--- src/rtl/ascon128_decrypt_core_pkg.sv ---
// Shared Ascon-128 constants, FSM encoding and round-constant helper used by
// the decrypt core and the common round function.
package ascon128_decrypt_core_pkg;

  localparam logic [63:0] ASCON_IV = 64'h80400c0600000000;
  localparam int unsigned PA       = 12;
  localparam int unsigned PB       = 6;
  localparam logic [63:0] PAD_WORD = 64'h8000000000000000;

  typedef enum logic [2:0] {
    ST_IDLE  = 3'd0,
    ST_INIT  = 3'd1,
    ST_AD    = 3'd2,
    ST_ADPAD = 3'd3,
    ST_MWAIT = 3'd4,
    ST_MPERM = 3'd5,
    ST_FINAL = 3'd6
  } state_t;

  // 0xf0 - idx*0x0f, idx counted across the full 12-round schedule
  function automatic logic [7:0] round_const(input logic [3:0] idx);
    return {4'hf - idx, idx};
  endfunction

endpackage

--- src/rtl/ascon_round.sv ---
// One Ascon permutation round: constant addition, bitsliced 5-bit S-box and
// the per-word linear diffusion layer. Purely combinational.
module ascon_round
  import ascon128_decrypt_core_pkg::*;
(
  input  logic [319:0] s_in,
  input  logic [3:0]   rc_idx,
  output logic [319:0] s_out
);

  function automatic logic [63:0] rotr(input logic [63:0] x, input int unsigned n);
    return (x >> n) | (x << (64 - n));
  endfunction

  logic [63:0] a0, a1, a2, a3, a4;
  logic [63:0] b0, b2, b4;
  logic [63:0] c0, c1, c2, c3, c4;
  logic [63:0] d0, d1, d2, d3, d4;

  assign a0 = s_in[319:256];
  assign a1 = s_in[255:192];
  assign a2 = s_in[191:128] ^ {56'd0, round_const(rc_idx)};
  assign a3 = s_in[127:64];
  assign a4 = s_in[63:0];

  // S-box as the chi-like bitsliced network wrapped in the input/output XORs
  assign b0 = a0 ^ a4;
  assign b4 = a4 ^ a3;
  assign b2 = a2 ^ a1;

  assign c0 = b0 ^ (~a1 & b2);
  assign c1 = a1 ^ (~b2 & a3);
  assign c2 = b2 ^ (~a3 & b4);
  assign c3 = a3 ^ (~b4 & b0);
  assign c4 = b4 ^ (~b0 & a1);

  assign d0 = c0 ^ c4;
  assign d1 = c1 ^ c0;
  assign d2 = ~c2;
  assign d3 = c3 ^ c2;
  assign d4 = c4;

  assign s_out = {d0 ^ rotr(d0, 19) ^ rotr(d0, 28),
                  d1 ^ rotr(d1, 61) ^ rotr(d1, 39),
                  d2 ^ rotr(d2, 1)  ^ rotr(d2, 6),
                  d3 ^ rotr(d3, 10) ^ rotr(d3, 17),
                  d4 ^ rotr(d4, 7)  ^ rotr(d4, 41)};

endmodule

--- src/rtl/ascon128_decrypt_core.sv ---
// Iterative Ascon-128 decryption: one round per clock, streams plaintext per
// ciphertext block and finishes with a constant-time tag verdict.
module ascon128_decrypt_core
  import ascon128_decrypt_core_pkg::*;
#(
  parameter int unsigned NBLK = 3,
  parameter logic [63:0] IV   = 64'h80400c0600000000
) (
  input  logic         CLK,
  input  logic         RST_N,
  input  logic         START,
  input  logic [127:0] SK,
  input  logic [127:0] N,
  input  logic [63:0]  A,
  input  logic [127:0] T_IN,
  input  logic         C_VALID,
  input  logic [63:0]  C,
  output logic         C_READY,
  output logic         P_VALID,
  output logic [63:0]  P,
  output logic         BUSY,
  output logic         DONE,
  output logic         AUTH_OK
);

  localparam logic [3:0] NBLK_W = 4'(NBLK);

  state_t       state;
  logic [319:0] s;
  logic [319:0] s_rnd;
  logic [127:0] key;
  logic [127:0] tag_ref;
  logic [63:0]  ad;
  logic [3:0]   rnd;
  logic [3:0]   blk;
  logic [3:0]   rc_idx;
  logic [3:0]   next_rnd;
  logic         is_pa;
  logic         last_rnd;

  assign is_pa    = (state == ST_INIT) || (state == ST_FINAL);
  assign rc_idx   = is_pa ? rnd : rnd + 4'(PA - PB);
  assign last_rnd = (rnd == (is_pa ? 4'(PA - 1) : 4'(PB - 1)));
  assign next_rnd = last_rnd ? '0 : rnd + 4'd1;

  assign C_READY = (state == ST_MWAIT);
  assign BUSY    = (state != ST_IDLE);

  ascon_round u_round (
    .s_in   (s),
    .rc_idx (rc_idx),
    .s_out  (s_rnd)
  );

  // Key/data injections that follow a permutation are folded into its last
  // round cycle so no extra cycle is spent between phases.
  always_ff @(posedge CLK or negedge RST_N) begin
    if (!RST_N) begin
      state   <= ST_IDLE;
      s       <= '0;
      key     <= '0;
      tag_ref <= '0;
      ad      <= '0;
      rnd     <= '0;
      blk     <= '0;
      P       <= '0;
      P_VALID <= 1'b0;
      DONE    <= 1'b0;
      AUTH_OK <= 1'b0;
    end else begin
      P_VALID <= 1'b0;
      DONE    <= 1'b0;
      unique case (state)
        ST_IDLE: begin
          if (START) begin
            s       <= {IV, SK, N};
            key     <= SK;
            ad      <= A;
            tag_ref <= T_IN;
            AUTH_OK <= 1'b0;
            rnd     <= '0;
            blk     <= '0;
            state   <= ST_INIT;
          end
        end
        ST_INIT: begin
          rnd <= next_rnd;
          if (last_rnd) begin
            s     <= s_rnd ^ {ad, 128'd0, key};
            state <= ST_AD;
          end else begin
            s <= s_rnd;
          end
        end
        ST_AD: begin
          rnd <= next_rnd;
          if (last_rnd) begin
            s     <= s_rnd ^ {PAD_WORD, 256'd0};
            state <= ST_ADPAD;
          end else begin
            s <= s_rnd;
          end
        end
        ST_ADPAD: begin
          rnd <= next_rnd;
          if (last_rnd) begin
            s     <= s_rnd ^ 320'd1;
            state <= ST_MWAIT;
          end else begin
            s <= s_rnd;
          end
        end
        ST_MWAIT: begin
          if (C_VALID) begin
            P           <= s[319:256] ^ C;
            P_VALID     <= 1'b1;
            s[319:256]  <= C;
            blk         <= blk + 4'd1;
            rnd         <= '0;
            state       <= ST_MPERM;
          end
        end
        ST_MPERM: begin
          rnd <= next_rnd;
          if (last_rnd && (blk < NBLK_W)) begin
            s     <= s_rnd;
            state <= ST_MWAIT;
          end else if (last_rnd) begin
            // empty padded final block, then key into S1||S2 for finalisation
            s     <= s_rnd ^ {PAD_WORD, key, 128'd0};
            state <= ST_FINAL;
          end else begin
            s <= s_rnd;
          end
        end
        ST_FINAL: begin
          rnd <= next_rnd;
          s   <= s_rnd;
          if (last_rnd) begin
            // full-width XOR then reduce: no early exit on the first differing bit
            AUTH_OK <= ~|((s_rnd[127:0] ^ key) ^ tag_ref);
            DONE    <= 1'b1;
            state   <= ST_IDLE;
          end
        end
        default: state <= ST_IDLE;
      endcase
    end
  end

endmodule

--- config.mk ---
export PLATFORM = sky130hd
export DESIGN_NAME = ascon128_decrypt_core
export DESIGN_NICKNAME = d
export VERILOG_FILES = /design/src/rtl/ascon128_decrypt_core_pkg.sv /design/src/rtl/ascon_round.sv /design/src/rtl/ascon128_decrypt_core.sv
export SDC_FILE = /design/constraint.sdc
export NUM_CORES = 2
export LEC_CHECK = 0
export CAP_MARGIN = 20
export CELL_PAD_IN_SITES_DETAIL_PLACEMENT = 0
export CELL_PAD_IN_SITES_GLOBAL_PLACEMENT = 1
export CORE_ASPECT_RATIO = 0.5
export CORE_MARGIN = 2
export CORE_UTILIZATION = 40
export DETAILED_ROUTE_END_ITERATION = 16
export PLACE_DENSITY = 0.85
export SYNTH_ARGS = -nofsm -noshare
export SYNTH_HDL_FRONTEND = slang
export SYNTH_SLANG_ARGS = --single-unit
--- constraint.sdc ---
create_clock -name CLK -period 6.02 [get_ports CLK]
set_clock_uncertainty 0.2 [all_clocks]
set_input_delay 1.204 -clock CLK [delete_from_list [all_inputs] [get_ports CLK]]
set_output_delay 1.204 -clock CLK [all_outputs]
set_load 0.05 [all_outputs]
* Word-level counts from Yosys, hierarchy flattened
Cells that the tools add are included.
Storage, ports and cells: input port bits 516, output and inout port bits 69, flip-flop bits (word level) 718, word-level logic and storage cells 134
Operators by class: $lt $le $gt $ge 1, bitwise logic cells 50, equality and inequality tests 14, muxes and demuxes 33, add/subtract/negate cells 4, reduce and logical (&&, ||, !) cells 20
Operators by type and width (count):
- $mux W320 | 5
- $pmux W256 S6 | 1
- $xor A64 B64 Y64 | 22
- $xor A320 B320 Y320 | 2
- $pmux W64 S7 | 1
- $not A64 Y64 | 6
- $and A64 B64 Y64 | 5
- $xor A128 B128 Y128 | 2
- $reduce_or A128 Y1 | 1
- $mux W64 | 1
- $or A23 B64 Y64 | 1
- $or A25 B64 Y64 | 1
- $or A3 B64 Y64 | 1
- $or A36 B64 Y64 | 1
- $or A45 B64 Y64 | 1
- $or A47 B64 Y64 | 1
- $or A54 B64 Y64 | 1
- $or A57 B64 Y64 | 1
- $or A58 B64 Y64 | 1
- $or A63 B64 Y64 | 1
- $xor A64 B8 Y64 | 1
- $mux W3 | 8
- $mux W4 | 6
- $pmux W3 S7 | 1
- other kinds (27) | 50

* Depth between registers and ports, before layout
depth in word-level cells 17, mapped depth 17, gate-level depth less buffers 16

* By module
A second synthesis with hierarchy kept.
Second synthesis, totals: cells, all modules 5436, area, all modules 52521.6 sq um
Modules (own cells, without submodules):
- ascon128_decrypt_core | cells each 3882, seq. area each 17967.2 sq um, instances 1, area an instance 36401.2 sq um
- ascon_round | cells each 1554, seq. area each 0.0 sq um, instances 1, area an instance 16120.5 sq um

* Worst setup path before layout
No wires, ideal clock.
kind register to register, start point register state[2], end point register AUTH_OK, library setup time 0.081 ns, path buffers 1, clock period less this slack 4.370 ns, required time 5.739 ns, arrival time 4.090 ns, setup slack 1.650 ns, stages on the path, launching flop included 17, cells stage by stage dfrtp_1 clkbuf_1 nor3b_1 nor3_1 xnor2_1 xnor2_1 ha_1 xnor2_1 nor3_1 nor2_1 xnor3_1 xnor2_1 o221ai_1 or4bb_1 nor4_1 nand4_1 o22ai_2
On the way: longest elaborated chain between the ends 17, elaborated cells between the ends (all ways) 26, classes of those cells 1 x add/sub; 5 x eq/ne; 4 x mux; 10 x bitwise; 6 x reduce/logical
RTL lines:
- start, declared | RTL line ascon128_decrypt_core.sv:28 | state_t state;
- start signal, assigned | RTL line ascon128_decrypt_core.sv:59 | state <= ST_IDLE;
- start signal, assigned | RTL line ascon128_decrypt_core.sv:83 | state <= ST_INIT;
- start signal, assigned | RTL line ascon128_decrypt_core.sv:90 | state <= ST_AD;
- $eq A3 B1 Y1 or $eq A3 B3 Y1 (tied branches) | RTL line ascon128_decrypt_core.sv:41, ascon128_decrypt_core.sv:73
- $logic_or A1 B1 Y1 | RTL line ascon128_decrypt_core.sv:41 | assign is_pa = (state == ST_INIT) || (state == ST_FINAL);
- $mux W4 | RTL line ascon128_decrypt_core.sv:42 | assign rc_idx = is_pa ? rnd : rnd + 4'(PA - PB);
- $sub A4 B4 Y4 | RTL line ascon128_decrypt_core_pkg.sv:22 | return {4'hf - idx, idx};
- $xor A64 B8 Y64 | RTL line ascon_round.sv:22 | assign a2 = s_in[191:128] ^ {56'd0, round_const(rc_idx)};
- $xor A64 B64 Y64 | RTL line ascon_round.sv:29 | assign b2 = a2 ^ a1;
- $xor A64 B64 Y64 | RTL line ascon_round.sv:33 | assign c2 = b2 ^ (~a3 & b4);
- $xor A64 B64 Y64 | RTL line ascon_round.sv:40 | assign d3 = c3 ^ c2;
- $or A54 B64 Y64 | RTL line ascon_round.sv:12 | return (x >> n) | (x << (64 - n));
- $xor A64 B64 Y64 (2 in a row) | RTL line ascon_round.sv:46 | d3 ^ rotr(d3, 10) ^ rotr(d3, 17),
- $xor A128 B128 Y128 (2 in a row) | RTL line ascon128_decrypt_core.sv:141 | AUTH_OK <= ~|((s_rnd[127:0] ^ key) ^ tag_ref);
- $reduce_or A128 Y1 | RTL line ascon128_decrypt_core.sv:141
- $logic_not A1 Y1 | RTL line ascon128_decrypt_core.sv:141
- $mux W1 | RTL line ascon128_decrypt_core.sv:139 | if (last_rnd) begin
- $pmux W1 S2 | RTL line ascon128_decrypt_core.sv:73 | unique case (state)
- end signal, assigned | RTL line ascon128_decrypt_core.sv:141
- end, declared | RTL line ascon128_decrypt_core.sv:23 | output logic AUTH_OK
Parallel ways exist; a longest one is shown, timed or not. The select of a mux whose other input is x is not followed. A chain may end at the register's enable or synchronous reset.

* Final worst setup path
start point register s[291], end point register AUTH_OK
On the way: longest elaborated chain between the ends 13, elaborated cells between the ends (all ways) 21, classes of those cells 2 x mux; 17 x bitwise; 2 x reduce/logical
RTL lines:
- start, declared | RTL line ascon128_decrypt_core.sv:29 | logic [319:0] s;
- start signal, assigned | RTL line ascon128_decrypt_core.sv:76 | s <= {IV, SK, N};
- start signal, assigned | RTL line ascon128_decrypt_core.sv:89 | s <= s_rnd ^ {ad, 128'd0, key};
- start signal, assigned | RTL line ascon128_decrypt_core.sv:92 | s <= s_rnd;
- $xor A64 B64 Y64 (*) | RTL line ascon_round.sv:27 | assign b0 = a0 ^ a4;
- $and A64 B64 Y64 or $not A64 Y64 (tied branches) | RTL line ascon_round.sv:34, ascon_round.sv:35
- $xor A64 B64 Y64 or $and A64 B64 Y64 (tied branches) | RTL line ascon_round.sv:34, ascon_round.sv:35
- $xor A64 B64 Y64, on equally long branches | RTL line ascon_round.sv:40, ascon_round.sv:35
- $or A54 B64 Y64 or $or A57 B64 Y64 (tied branches) | RTL line ascon_round.sv:12
- $xor A64 B64 Y64, on equally long branches (2 in a row) | RTL line ascon_round.sv:46, ascon_round.sv:47
- $xor A128 B128 Y128 (*) (2 in a row) | RTL line ascon128_decrypt_core.sv:141
- $reduce_or A128 Y1 (*) | RTL line ascon128_decrypt_core.sv:141
- $logic_not A1 Y1 (*) | RTL line ascon128_decrypt_core.sv:141
- $mux W1 (*) | RTL line ascon128_decrypt_core.sv:139
- $pmux W1 S2 (*) | RTL line ascon128_decrypt_core.sv:73
Mark *: on every way between the ends. The rest lies on a longest branch, timed or not. The select of a mux whose other input is x is not followed.

==> results.py <==
metrics = {
    "outcome": {
        "outcome": "finished with violations",
        "failed_checks": "max-slew violations",
    },
    "critical_path": {
        "cp-end-kind": "flip-flop",
        "critical-path-slowest-cell": "sky130_fd_sc_hd__dfrtp_1",
        "crit_path_cell_trace": "xnor2_1, nand2_1, xor2_2, xor3_1, nor2_1, a2111oi_0, nand4_1, nor4_1, nand4_1, o22ai_2",
        "path_common_cell": "sky130_fd_sc_hd__nand4_1",
        "critical_path_type": "flip-flop to flip-flop",
        "startpoint_type": "flip-flop",
        "timing.critical_path.max_delay_family": "XOR/XNOR gates",
        "crit_buf_inv": 0,
        "worst-endpoint-arrival_ps": 6070,
        "critical_path.max_stage_delay_ps": 1140,
        "maximum_fanout_along_the_worst_path": 5,
        "worst_ep_required_time_ps": 6460,
    },
    "sta": {
        "timing.final.setup_violations": 0,
        "timing.final.crit_period_ps": 5630,
        "period_share": 0.936,
        "fmax_mhz": 177,
        "slew_headroom": -0.0388,
        "grt_setup_unrepaired": "no",
        "timing.final.hold_violations": 0,
        "final_max_slew_viol_count": 1,
        "max_slew.worst_pin.slew_ps": 1560,
        "finalSetupTns_ps": 0,
    },
    "cts": {
        "cts_setup_buffers": 0,
        "cts-htree-levels": 3,
        "hold_buffers": 0,
        "clockRootBuffer": "sky130_fd_sc_hd__clkbuf_16",
        "cts_num_sinks": 718,
        "clk_pin_slew_worst_paths_ps": 100,
        "clock_insertion_delay_worst_skew_ps": 730,
        "cts-buffers-inserted": 77,
        "clock_path_buffers": 3,
        "cts_resized": 0,
        "tritoncts_clock_tree": "yes",
    },
    "logic_synthesis": {
        "syn_nets": 7238,
        "yosys.cell_types.count": 91,
        "synth_cells": 6590,
        "post_synth_mux_area_share": 0.00284,
        "synth.avg_cell_area_um2": 8.35,
        "syn-cell-area_um2": 55000,
        "postSynthRegisterBits": 718,
        "yosys_most_used_dff": "sky130_fd_sc_hd__dfrtp_1",
        "yosys_warnings": 0,
        "synth-simple-area-share": 0.183,
        "synthXorXnorAreaFrac": 0.269,
        "synth-seq-area-share": 0.327,
        "fraction_of_registers_with_async_set_or_reset_after_synthesis": 1.00,
        "compound_gate_fraction_of_synth_area": 0.154,
        "synth_adder_area_share": 0.0302,
        "synth_top_family_by_area": "XOR/XNOR gates",
        "synth_enable_flop_cells": 0,
    },
    "die": {
        "io_pins": 585,
        "die-area_um2": 141000,
        "starting_density_of_the_core": 0.402,
        "die-height_um": 266,
        "fp.dieW_um": 528,
        "fp-row-count": 96,
        "coreArea_um2": 137000,
    },
    "routing": {
        "drt_iter0_drc": 10900,
        "via_per_inst": 6.42,
        "routed-via-count": 59000,
        "drc_errors": 0,
        "detail_route.wl_per_cell_um": 41.7,
        "dr.pass1.iters": 10,
        "ant_nets": 0,
        "drt-total-wl_um": 383000,
    },
    "placed_design": {
        "gp_congestion": 1.18,
        "placed_area_um2": 65700,
        "port_buffers": 584,
        "hpwl_um": 318000,
    },
    "global_routing": {
        "number_of_global_route_vias_before_repair": 51600,
        "global_route.usage.total": 0.531,
        "antenna_found_initial": 58,
        "grt_pass1_wl_um": 491000,
        "grt_start_max_net_pins": 137,
        "global_route.overflow_total": 0,
    },
    "layout": {
        "area_growth_syn_to_layout_pct": 25.0,
        "mostFrequentLayoutCell": "sky130_fd_sc_hd__nand2_1",
        "fin_nets": 7930,
        "layout.cells.most_common_list": "1811 x sky130_fd_sc_hd__nand2_1, 828 x sky130_fd_sc_hd__xnor2_1, 716 x sky130_fd_sc_hd__dfrtp_1",
        "layout-drive-gt1-share": 0.0911,
        "post-route-cell-area_um2": 68700,
    },
    "worst_hold_path": {
        "hold_path_class": "flip-flop to flip-flop",
    },
    "flow_run": {
        "max-cap-violations": 0,
    },
}
==> cell usage after synthesis, drive strengths merged, types with 61 or more instances <==
cell	count	share of area
a222oi	84	0.015
a21oi	185	0.017
nor2	365	0.025
inv	158	0.011
xnor2	902	0.14
a211oi	67	0.0091
dfrtp	718	0.33
clkbuf	325	0.022
xor2	489	0.081
nand2	1818	0.12
ha	132	0.030
o221ai	88	0.014
nor3	61	0.0055
o21ai	440	0.040
xnor3	97	0.040
a221oi	106	0.017
==> worst register-to-register path, delay by kind of cell, from the launching register on <==
kind	cells	cell delay, ps
xor gates and xnor gates	3	1840
and+or+nand+nor	5	1610
DFF	1	1140
AOI/OAI and AO/OA	2	770
==> flip-flops by register name (all words and copies together) (netlist names) <==
register and flops:
AUTH_OK 1, blk 4, tag_ref 128, P 64, state 3, ad 64
DONE 1, key 128, rnd 4, P_VALID 1, s 320
==> cell type report <==
cell class                      instances  area, µm²
Fill cell                           13100      68100
Multi-Input combinational cell       5368      36000
Sequential cell                       718      18000
Timing Repair Buffer                  957       9070
Tap cell                             1813       2270
Clock buffer                           94       2060
Clock inverter                         46        703
Inverter                              160        603
Antenna cell                           34       85.1
==> per-stage QoR <==
stage               hold slack [ps]   util  instances  setup slack, ps
finish                          278  0.502       9190              386
global route                    290  0.502       9161              455
CTS                             278  0.500       9143              704
detailed placement              262  0.480       9003              750
global placement                257  0.480       8999              510
floorplan                       246      -       6590             1650
==> path summary, 6_finish.rpt <==
| kind | start | end | slack [ps] | depth (start not counted) |
|---|---|---|---|---|
| worst max register to register | s[291] | AUTH_OK | 390 | 10 |
| worst max-delay path | s[291] | AUTH_OK | 390 | 10 |
| max in group asynchronous | RST_N | s[263] | 3990 | 2 |
| worst min register to register | ad[18] | ad[18] | 280 | 2 |
| min in group asynchronous | RST_N | s[157] | 320 | 1 |
| worst min-delay path | ad[18] | ad[18] | 280 | 2 |
==> routing by layer <==
layer | track usage | vias up | part of all wire
met3 | 0.383 | 749 | 0.20
met4 | 0.163 | 58 | 0.039
met5 | 0.0362 | - | 0.0036
met1 | 0.709 | 29600 | 0.41
li1 | - | 23800 | -
met2 | 0.646 | 4886 | 0.35
==> cells by family (layout without fill, tap and decap cells) <==
| logic type | Yosys count | count (layout) |
|---|---|---|
| fa+ha+maj | 133 | 133 |
| buf+inv | 504 | 1257 |
| xor+xnor | 1496 | 1496 |
| simple gates | 2478 | 2478 |
| flops | 718 | 718 |
| mux | 15 | 15 |
| compound gates | 1246 | 1246 |
| other cells | 0 | 34 |
Power is left out: the tool's default activity adds up to more than one toggle a clock period on the data nets, which glitch-free logic cannot reach.
